$ cat src/rtl/multicycle_control.sv
// ============================================================================
// Module      : multicycle_control
// Description : Multicycle LEGv8 main control FSM with run/halt, memory-wait
//               timeout and trap reporting.
// Revision    : 1.0
// ============================================================================
`default_nettype none

module multicycle_control #(
    parameter int TIMEOUT = 15,
    parameter int CNT_W   = 4
) (
    input  logic        clk,
    input  logic        rst_n,
    input  logic        run,
    input  logic [10:0] inst31_21,
    input  logic        zero,
    input  logic        mem_ready,
    output logic [1:0]  ALUOp,
    output logic        alu_src,
    output logic        reg2loc,
    output logic        mem_read,
    output logic        mem_write,
    output logic        ir_write,
    output logic        pc_write,
    output logic        pc_src,
    output logic        reg_write,
    output logic        mem_to_reg,
    output logic        retire,
    output logic        trap,
    output logic [1:0]  trap_cause
);

    localparam logic [3:0] S_IDLE   = 4'd0;
    localparam logic [3:0] S_FETCH  = 4'd1;
    localparam logic [3:0] S_DECODE = 4'd2;
    localparam logic [3:0] S_EX_R   = 4'd3;
    localparam logic [3:0] S_EX_LD  = 4'd4;
    localparam logic [3:0] S_EX_ST  = 4'd5;
    localparam logic [3:0] S_EX_CBZ = 4'd6;
    localparam logic [3:0] S_EX_B   = 4'd7;
    localparam logic [3:0] S_MEM_RD = 4'd8;
    localparam logic [3:0] S_MEM_WR = 4'd9;
    localparam logic [3:0] S_WB_R   = 4'd10;
    localparam logic [3:0] S_WB_LD  = 4'd11;
    localparam logic [3:0] S_TRAP   = 4'd12;

    localparam logic [1:0] CAUSE_ILLEGAL = 2'b01;
    localparam logic [1:0] CAUSE_TIMEOUT = 2'b10;

    logic [3:0]       r_state;
    logic [3:0]       w_next;
    logic [3:0]       w_after_retire;
    logic [3:0]       w_decoded;
    logic [CNT_W-1:0] r_wait_cnt;
    logic [1:0]       r_cause;
    logic             w_wait_state;
    logic             w_timeout;

    assign w_wait_state   = (r_state == S_FETCH) || (r_state == S_MEM_RD) ||
                            (r_state == S_MEM_WR);
    // The cycle whose stall would bring the count to TIMEOUT is the last one allowed.
    assign w_timeout      = w_wait_state && !mem_ready &&
                            (r_wait_cnt == CNT_W'(TIMEOUT - 1));
    assign w_after_retire = run ? S_FETCH : S_IDLE;

    always_comb begin
        w_decoded = S_TRAP;
        if (inst31_21 == 11'b10001011000 || inst31_21 == 11'b11001011000 ||
            inst31_21 == 11'b10001010000 || inst31_21 == 11'b10101010000)
            w_decoded = S_EX_R;
        else if (inst31_21 == 11'b11111000010)
            w_decoded = S_EX_LD;
        else if (inst31_21 == 11'b11111000000)
            w_decoded = S_EX_ST;
        else if (inst31_21[10:3] == 8'b10110100)
            w_decoded = S_EX_CBZ;
        else if (inst31_21[10:5] == 6'b000101)
            w_decoded = S_EX_B;
    end

    always_ff @(posedge clk or negedge rst_n) begin
        if (!rst_n) begin
            r_state    <= S_IDLE;
            r_wait_cnt <= '0;
            r_cause    <= 2'b00;
        end else begin
            r_state <= w_next;
            if (w_wait_state && (w_next == r_state))
                r_wait_cnt <= r_wait_cnt + CNT_W'(1);
            else
                r_wait_cnt <= '0;
            if (r_state != S_TRAP && w_next == S_TRAP)
                r_cause <= (r_state == S_DECODE) ? CAUSE_ILLEGAL : CAUSE_TIMEOUT;
        end
    end

    always_comb begin
        w_next = r_state;
        case (r_state)
            S_IDLE:   if (run) w_next = S_FETCH;
            S_FETCH: begin
                if (mem_ready)      w_next = S_DECODE;
                else if (w_timeout) w_next = S_TRAP;
            end
            S_DECODE: w_next = w_decoded;
            S_EX_R:   w_next = S_WB_R;
            S_EX_LD:  w_next = S_MEM_RD;
            S_EX_ST:  w_next = S_MEM_WR;
            S_EX_CBZ, S_EX_B, S_WB_R, S_WB_LD: w_next = w_after_retire;
            S_MEM_RD: begin
                if (mem_ready)      w_next = S_WB_LD;
                else if (w_timeout) w_next = S_TRAP;
            end
            S_MEM_WR: begin
                if (mem_ready)      w_next = w_after_retire;
                else if (w_timeout) w_next = S_TRAP;
            end
            S_TRAP:   w_next = S_TRAP;
            default:  w_next = S_IDLE;
        endcase
    end

    always_comb begin
        ALUOp      = 2'b00;
        alu_src    = 1'b0;
        reg2loc    = 1'b0;
        mem_read   = 1'b0;
        mem_write  = 1'b0;
        ir_write   = 1'b0;
        pc_write   = 1'b0;
        pc_src     = 1'b0;
        reg_write  = 1'b0;
        mem_to_reg = 1'b0;
        retire     = 1'b0;
        trap       = 1'b0;
        trap_cause = 2'b00;
        case (r_state)
            S_FETCH: begin
                mem_read = 1'b1;
                ir_write = mem_ready;
                pc_write = mem_ready;
            end
            S_EX_R:   ALUOp = 2'b10;
            S_EX_LD:  alu_src = 1'b1;
            S_EX_ST: begin
                alu_src = 1'b1;
                reg2loc = 1'b1;
            end
            S_EX_CBZ: begin
                ALUOp    = 2'b01;
                reg2loc  = 1'b1;
                pc_src   = 1'b1;
                pc_write = zero;
                retire   = 1'b1;
            end
            S_EX_B: begin
                pc_src   = 1'b1;
                pc_write = 1'b1;
                retire   = 1'b1;
            end
            S_MEM_RD: begin
                mem_read = 1'b1;
                alu_src  = 1'b1;
            end
            S_MEM_WR: begin
                mem_write = 1'b1;
                alu_src   = 1'b1;
                reg2loc   = 1'b1;
                retire    = mem_ready;
            end
            S_WB_R: begin
                ALUOp     = 2'b10;
                reg_write = 1'b1;
                retire    = 1'b1;
            end
            S_WB_LD: begin
                reg_write  = 1'b1;
                mem_to_reg = 1'b1;
                retire     = 1'b1;
            end
            S_TRAP: begin
                trap       = 1'b1;
                trap_cause = r_cause;
            end
            default: ;
        endcase
    end

endmodule

`default_nettype wire

$ cat config.mk
export PLATFORM = sky130hd
export DESIGN_NAME = multicycle_control
export DESIGN_NICKNAME = d
export VERILOG_FILES = /design/src/rtl/multicycle_control.sv
export SDC_FILE = /design/constraint.sdc
export NUM_CORES = 1
export LEC_CHECK = 0
export BUFFER_PORTS_ARGS = -buffer_cell sky130_fd_sc_hd__buf_4
export CORE_MARGIN = 3
export CORE_UTILIZATION = 46
export CTS_BUF_LIST = sky130_fd_sc_hd__clkbuf_8
export DETAILED_ROUTE_END_ITERATION = 16
export PLACE_DENSITY_LB_ADDON = 0.12
export SLEW_MARGIN = 30
export SYNTH_ARGS = -nofsm -noshare
export SYNTH_HDL_FRONTEND = slang
export SYNTH_SLANG_ARGS = --single-unit
export TNS_END_PERCENT = 50
$ cat constraint.sdc
create_clock -name clk -period 1.3 [get_ports clk]
set_input_delay 0.195 -clock clk [delete_from_list [all_inputs] [get_ports clk]]
set_output_delay 0.195 -clock clk [all_outputs]
set_load 0.01 [all_outputs]
# Word level (Yosys, flattened, before mapping)
# Index checks and enable logic that the tools add are counted.
[op_classes]
reduce_logical = 18
addsub = 1
n_eq_ne = 24
muxes = 27
[op_table]
columns = ["operator", "count"]
rows = [
  ["$eq 11x11->1 const B", 6],
  ["$mux 4", 11],
  ["$pmux 4 s10", 1],
  ["$eq 4x4->1 const B", 7],
  ["$eq 4x3->1 const B", 4],
  ["$mux 1", 10],
  ["$eq 4x2->1 const B", 2],
  ["$eq 8x8->1 const B", 1],
  ["$reduce_or 2->1", 4],
  ["$reduce_or 4->1", 2],
  ["$eq 6x3->1 const B", 1],
  ["$logic_or 1x1->1", 5],
  ["$add 4x1->4 const B", 1],
  ["$eq 4x1->1 const B", 1],
  ["$eq 4x4->1", 1],
  ["$logic_and 1x1->1", 4],
  ["$logic_not 4->1", 1],
  ["$mux 2", 2],
  ["$ne 4x4->1 const B", 1],
  ["$pmux 2 s2", 1],
  ["$pmux 1 s3", 1],
  ["$reduce_or 3->1", 1],
  ["$pmux 1 s2", 1],
  ["$logic_not 1->1", 1],
]
[word_totals]
ff_bits = 10
input_bits = 16
out_inout_bits = 15
word_cells = 73

# Longest topological paths before layout
# Gate-level depths: netlist of run 1.
[logic_depth]
ltp_word = 11
ltp_mapped = 6
ltp_nobuf = 6

# Least setup slack after synthesis of run 1
# OpenSTA, ideal clock, no wires.
[synth_path]
path_type = "register -> output"
start = "register r_state[2]"
end = "output retire"
required_ns = 1.105
path_buffers = 1
setup_slack_ns = -0.158
path_stages_with_launch = 6
arrival_time_ns = 1.263
path_cell_list = "dfrtp_1 -> buf_2 -> and2b_1 -> nand2_1 -> clkinv_1 -> a211o_1"
[synth_via]
elab_chain_cells = 3
elab_cells_between_ends = 7
classes_between = "eq/ne (5); mux (1); reduce/logical (1)"
[synth_rtl]
columns = ["item", "line_no", "source"]
rows = [
  ["start, declared", "51", "logic [3:0] r_state;"],
  ["start signal, assigned", "88", "r_state <= w_next;"],
  ["$eq 4x4->1 / $eq 4x3->1 (equally long branches)", "138", "case (r_state)"],
  ["$reduce_or 4->1 (no source line)", "--", ""],
  ["$pmux 1 s2 (*)", "138", ""],
  ["end, declared", "29", "output logic retire,"],
]
# Mark *: on every way between the ends. The rest lies on a longest branch, timed or not.

# Final worst setup path of run 1
[layout_path]
start = "register r_state[1]"
end = "output retire"
# Same word-level chain as after synthesis.

==> results.txt, run 1 <==
The repair_antennas step left the layout with diodes totalling 0. The count of cells in the finished layout, fillers not included, comes to 186. The count of pins over their slew limit was 0. STA classifies the critical path startpoint as a flip-flop.

The die outline height is 49.1 um, and the maximum vdd drop is 1.50 mV. The tools report the via count of the routed design as 1,159. For the worst clock skew, the log shows 5.76 ps.

TritonCTS built the clock tree. The worst path setup slack after routing was -324 ps; the final wirelength was 3510 um. Summing all multi-input logic gate instances after layout gives 627 um2. STA puts the critical path data required time at 1110 ps. The pre-antenna-repair detailed-routing pass consisted of 5 iterations.

Setup repair after global routing could not meet its margin everywhere. In this run the power spent charging and discharging nets is 1.29 mW. For this run, design rule violations remaining after detail routing come to 0. After the last flow step, the layout net total stands at 182. The number of global-route vias before repair was 1,084; the summed area of non-filler cells in the final layout was 1530 um2. The initial core utilization was 0.524; the switching power as a share of total power was 0.411. For the flip-flop and latch area, the log shows 251 um2. Clock latency on the worst-skew pair, taken at its later pin, is 240 ps. Counting flops and latches in the post-synthesis netlist gives 10. H-tree depth reported by CTS: 1. The total routing resource utilization after global routing came out at 0.271. For this run the aggregate overflow at the end of global routing stands at 0. The tools report the root buffer selected by CTS as sky130_fd_sc_hd__clkbuf_8. The total chip power was 3.14 mW. The tools report the part of the Yosys area used for sequential elements as 0.293.

The type of the tightest min-delay check is in -> reg. Synthesis produced a netlist with a net count of 118. The count of flip-flops with a built-in enable after synthesis is 0, and the die extent in x is 49.1 um.

Cell type with the largest total area after synthesis: sky130_fd_sc_hd__dfrtp_1. The data arrival time of the worst path was 1430 ps; the first-pass GRT wire length was 4940 um. The portion of the clock cycle consumed by the worst path in the final layout is 1.25, and the cell area reported after detailed placement is 1270 um2. The Yosys step of the flow raised 0 warnings.

After clock tree synthesis, the clock-pin slew on the worst setup and hold paths is 50 ps. Setup violations remaining at the end of the flow were counted as 25. The number of clock buffers added by TritonCTS is 3. Once placement completed, the tool counted placed cells totaling 173. The run gives 50 as the violation count after the first detailed-route iteration.

Once detail routing completed, the nets flagged for antenna violations numbered 0. The library cells used most frequently in the layout, excluding fill and tap cells, are sky130_fd_sc_hd__buf_4 (46), sky130_fd_sc_hd__buf_6 (18), sky130_fd_sc_hd__dfrtp_1 (9). The run gives 0.860 as the routability congestion estimate from global placement. Entering global routing, the biggest net connects 11 pins. Fraction of layout instances using a drive strength above 1: 0.586. The tools report the die area as 2410 um2. Max-cap violations in this run came to 0. In this run the static leakage power is 0.774 nW. Number of rows in the core area: 14. The flow ran to the end, but the final reports show violations. The via density per instance was 6.23; the wire length per cell after detailed routing was 18.9 um.

The initial antenna violation count was 0; the number of different library cells in the post-synthesis netlist was 47. The portion of synthesized cell area occupied by the leading cell type is 0.293, and the minimum clock period after layout is 1620 ps. For this run, the leading register cell type out of synthesis is sky130_fd_sc_hd__dfrtp_1. The remaining max-slew budget at the tightest pin was 0.778; the layout overhead on the synthesized area was 79.2%. Input and output buffers added on the ports amount to 30.

Number of failing hold endpoints at the final stage: 0. Detailed placement finished with a half-perimeter wire length of 2010 um. The part of the power in combinational logic came out at 0.739. For this run, the top clock speed supported by timing is 0.616 GHz. The tools report the number of top-level pins as 31. The clock sink count is 10. The checks that failed: negative setup slack.

At the pin with the least slew margin, the transition time is 329 ps. The run gives 2 as the maximum root-to-sink buffer count. The share of flip-flops with an asynchronous set or reset after synthesis was 1.00. The layout filler cell count was 50; the share of power burned in the clock network was 0.105. The cell area after technology mapping was 853 um2. Mean area per synthesized cell: 8.53 um2. The core outline area was 1630 um2; the internal portion of total power was 1.85 mW. The worst setup path is of the reg -> out kind.

Leaving out fill and tap cells, the most frequent cell in the layout is sky130_fd_sc_hd__buf_4. The sequential group share of total power is 0.156, and the instance count of the mapped netlist is 100. The maximum fanout encountered on the critical timing path is 4, and the total power per unit cell area is 2050 nW/um2.

Ranked by total cell area, the synthesized netlist is headed by sky130_fd_sc_hd__dfrtp_1 (29%), sky130_fd_sc_hd__nor2_1 (4.4%), sky130_fd_sc_hd__nor2b_1 (3.7%), sky130_fd_sc_hd__o211ai_1 (3.5%), sky130_fd_sc_hd__ha_1 (2.9%). The type of element capturing the critical path is an output port.
[synthesized netlist by cell type (2+ instances only)]
library cell	n
sky130_fd_sc_hd__nor4bb_1	2
sky130_fd_sc_hd__xor2_1	2
sky130_fd_sc_hd__buf_2	3
sky130_fd_sc_hd__ha_1	2
sky130_fd_sc_hd__o21ai_0	3
sky130_fd_sc_hd__nand3_1	4
sky130_fd_sc_hd__nand4b_1	2
sky130_fd_sc_hd__nor2b_1	5
sky130_fd_sc_hd__and3_1	2
sky130_fd_sc_hd__buf_4	2
sky130_fd_sc_hd__inv_1	4
sky130_fd_sc_hd__xnor2_1	2
sky130_fd_sc_hd__nor3_1	3
sky130_fd_sc_hd__nor2_1	10
sky130_fd_sc_hd__and2_1	3
sky130_fd_sc_hd__o211ai_1	4
sky130_fd_sc_hd__a21o_1	2
sky130_fd_sc_hd__nand2_1	5
sky130_fd_sc_hd__dfrtp_1	10
sky130_fd_sc_hd__a21oi_1	3
[state kept, by name (all words and copies together) (netlist names)]
signal      flops
r_cause         2
r_wait_cnt      4
r_state         4
[critical path, stage by stage (launching register included)]
cell,delay (ps)
sky130_fd_sc_hd__dfrtp_2,450
sky130_fd_sc_hd__buf_6,150
sky130_fd_sc_hd__and2_4,170
sky130_fd_sc_hd__a211o_1,290
sky130_fd_sc_hd__buf_6,130
[power by group through the flow]
stage	Sequential, mW	Combinational (mW)	Clock [mW]
6_report	0.490	2.32	0.330
5_1_grt	0.495	2.45	0.352
4_1_cts	0.477	2.01	0.329
3_5_place_dp	0.457	1.71	0
3_3_place_gp	0.455	1.67	0
2_1_floorplan	0.458	0.940	0
[logic make-up (layout without fill, tap and decap cells)]
logic type,count (synthesis),after routing,share of synthesized area
AO/OA/AOI/OAI,23,23,0.196
adder cells (fa/ha/maj),2,2,0.0293
XOR/XNOR,4,4,0.0411
buffers and inverters,11,73,0.0704
multiplexers,1,1,0.0117
flip-flops,10,10,0.293
AND/OR/NAND/NOR,49,49,0.358
[layout make-up]
class                   count  area share
clock buffers               3      0.0270
inverters                   5      0.0139
multi-input cells          79       0.410
flip-flops and latches     10       0.164
well taps                  24      0.0196
repair buffers             65       0.365
[path summary, 6_finish.rpt]
check | start | endpoint | slack (ps) | cells after the start
worst max register to register | r_state[1] | r_state[0] | -180 | 5
max in group asynchronous | rst_n | r_state[1] | 830 | 2
worst min-delay path | run | r_state[0] | 290 | 3
worst max-delay path | r_state[1] | retire | -320 | 4
worst min register to register | r_cause[1] | r_cause[1] | 500 | 1
min in group asynchronous | rst_n | r_state[0] | 310 | 2
[per-stage QoR]
stage	hold WS, ps	util	setup TNS, ps	worst slack (ps)
2_1_floorplan	-101	-	-384	-94.5
3_3_place_gp	28.0	0.777	-386	-75.9
3_5_place_dp	27.7	0.777	-757	-145
4_1_cts	256	0.892	-3360	-280
5_1_grt	323	0.939	-5560	-372
6_report	293	0.939	-4340	-324
[metal layers]
metal,global-route usage,share of wire,vias up
li1,-,-,492
met1,0.292,0.37,562
met2,0.489,0.52,82
met3,0.0520,0.066,23
met4,0.147,0.045,0
met5,0,0,-
[timing repair]
item | 4_1_cts | 5_1_grt
endpoints found under the setup margin | 24 | 25
buffers inserted | 6 | 4
hold buffers | 1 | 0
pin swaps | 13 | 6
hold endpoints to repair | 10 | 0
gates resized for setup | 26 | 16
No activity file was read; power rests on OpenSTA's default activity.
==> inputs of run 2 (changes only) <==
- PLACE_DENSITY: unset -> 0.78
- PLACE_DENSITY_LB_ADDON: 0.12 -> unset
- REMOVE_ABC_BUFFERS: unset -> 1
==> run 2 against run 1 <==
Net effect: the run still ends with negative setup slack left; routed wire length up 6.8%; worst setup slack got worse by 24 ps; global-route usage shrank 2.3 points; critical endpoint is now r_state[0]; largest cell class unchanged; largest power group unchanged.
==> results.txt, run 2 (same netlist as run 1, synthesis figures left out) <==
The run gives 1.95 mW as the internal portion of total power. The tools report the count of pins over their slew limit as 0. The tools report the clock latency of the later-clocked register in the worst-skew pair as 230 ps. Routability-driven placement finished with a final weighted congestion of 0.791. For the H-tree depth reported by CTS, the log shows 1. The tools report the type of origin of the critical path as a flip-flop.

Setup repair after global routing could not meet its margin everywhere. In this run the power density over the cells is 2200 nW/um2. The top cell types in the final layout, fill and taps aside, are sky130_fd_sc_hd__buf_4 (50), sky130_fd_sc_hd__buf_6 (12), sky130_fd_sc_hd__dfrtp_1 (9). In this run the worst setup path begins at r_state[0]. The die is 49.1 um tall.

The number of rows in the core area came out at 14. The final reports fail on negative setup slack. The setup TNS after final layout is -4880 ps, and the utilization after layout is 0.930. The tools report the initial core utilization as 0.524. The most critical setup path has its endpoint at r_state[0].

The maximum vdd drop came out at 1.49 mV. The tools report the number of failing hold endpoints at the final stage as 0. The worst path setup slack after routing was -349 ps; the data required time of the critical path was 1390 ps. The TritonCTS buffer count is 3, and the number of buffers added on ports is 30. Pin count of the biggest net entering global routing: 15. The signal on the critical path passes through buf_6, buf_4, nor2b_1, o22ai_1, a222oi_1, nand3_1. The logs give 0 for the initial antenna violation count and 0.734 for the part of the power in combinational logic. After legalization and detailed placement, the total HPWL measured 1840 um. The tree is rooted in a sky130_fd_sc_hd__clkbuf_8. The first-pass iteration count of the detailed router was 4. TritonCTS built the clock tree. For this design the top-level I/O count stands at 31. No sink is reached through more buffers than the 2 on the longest clock path.

Derived from the worst setup path, the maximum achievable clock frequency is 0.607 GHz. The cell with the largest stage delay on the worst path was sky130_fd_sc_hd__a222oi_1. For flop-to-flop paths, the worst setup slack is -350 ps. For the pin with the worst max-slew slack, the measured transition is 428 ps. The maximum fanout encountered on the critical timing path came out at 10.

The die area is 2410 um2, and the net switching power is 1.38 mW. The capture instance of the worst register-to-register path is r_state[0]. In this run the standard cell core region covers 1630 um2. The layout overhead on the synthesized area is 77.6%. The first global-routing pass estimated 4690 um of wire. Peak per-stage delay on the critical path: 390 ps. The number of diodes added for antenna fixing was 0. The layout filler cell count was 59. The via density per instance was 6.14; the sequential group share of total power was 0.150. The category of the most critical setup path was reg -> reg. The logs give 1,135 for the via count of the routed design and 0.755 nW for the static leakage. The most frequent standard cell in the layout excluding fill and tap cells was sky130_fd_sc_hd__buf_4.

The type of the tightest min-delay check was in -> reg. Setup violations remaining at the end of the flow were counted as 25. The largest registers in the layout are r_state: 4 flops, r_wait_cnt: 4 flops, r_cause: 2 flops.

The switching power as a share of total power was 0.415. The number of routed nets with antenna violations is 0. Dividing the detail-routed wire length by the instance count gives 20.2 um. The share of power burned in the clock network was 0.116; the max-cap violation count was 0.

The fraction of layout instances using a drive strength above 1 came out at 0.584. The run gives 0 as the global route total overflow. The tools report the remaining max-slew budget at the tightest pin as 0.711. The worst clock skew was 3.69 ps. The tools report the total routing resource utilization after global routing as 0.248. The flow ran to the end, but the final reports show violations. The run gives 1,060 as the number of global-route vias before repair.

The portion of the clock cycle consumed by the worst path in the final layout came out at 1.27. After clock tree synthesis, the clock-pin slew on the worst setup and hold paths is 50 ps. The clock sink count is 10. The floorplan step set the die width to 49.1 um. STA puts the critical path data arrival time at 1740 ps. The beginning of the worst register-to-register path was r_state[0]. After the last flow step, the layout net total stands at 180. The detailed router finished its first iteration with 62 violations. For this block, the routed nets add up to 3740 um of wire. Type of element capturing the critical path: a flip-flop.

After detailed routing, the number of remaining DRC violations is 0. The number of cells on the worst reg-to-reg path is 6, and the minimum clock period after layout is 1650 ps.
## run 2: per-stage QoR
step	cell area [um2]	total power [mW]	setup slack, ps	hold slack (ps)	instances
floorplan	812	1.27	-155	-101	94
global placement	1250	2.07	-166	26.4	172
detailed placement	1250	2.12	-187	28.0	172
CTS	1380	2.68	-263	268	178
global route	1520	3.46	-396	301	185
finish	1520	3.33	-349	282	185
## run 2: layout make-up
type                    instances  area (um2)  share of cell area
multi-input cells              79         638               0.421
repair buffers                 63         520               0.344
well taps                      24        30.0              0.0198
inverters                       5        20.0              0.0132
flip-flops and latches         10         251               0.166
clock buffers                   4        55.1              0.0363
## run 2: repair_timing
item / 4_1_cts / 5_1_grt
hold buffers: 1 / 0
hold endpoints to repair: 10 / 0
resized for setup: 19 / 20
setup endpoints to repair: 23 / 25
buffers inserted: 1 / 7
pin swaps: 7 / 13
## run 2: worst max-delay path: cells and delay by family (launching register included)
family                 cells  cell delay, ps
AOI/OAI and AO/OA          2             520
buffers and inverters      2             310
DFF                        1             380
and+or+nand+nor            2             300
## run 2: power groups by stage
| stage | logic (mW) | registers (mW) | clock network, mW |
|---|---|---|---|
| 5_1_grt | 2.55 | 0.500 | 0.408 |
| 4_1_cts | 1.82 | 0.475 | 0.384 |
| 2_1_floorplan | 0.685 | 0.581 | 0 |
| 6_report | 2.44 | 0.500 | 0.385 |
| 3_5_place_dp | 1.65 | 0.466 | 0 |
| 3_3_place_gp | 1.62 | 0.459 | 0 |
## run 2: per-layer routing
metal | track usage | vias to the layer above | wire length (um)
li1 | - | 484 | -
met2 | 0.469 | 103 | 1860
met4 | 0.0900 | 0 | 270
met1 | 0.269 | 511 | 1270
met3 | 0.0459 | 37 | 343
met5 | 0 | - | 0
## run 2: how the worst min path moves through the flow
stage	from	to	slack, ps	cells past startpoint
after floorplan	rst_n	r_cause[0]	-100	0
after global placement	rst_n	r_cause[1]	30	1
after detailed placement	rst_n	r_cause[0]	30	1
after CTS	run	r_state[0]	270	3
after global routing	run	r_state[0]	300	3
final	run	r_state[0]	280	3
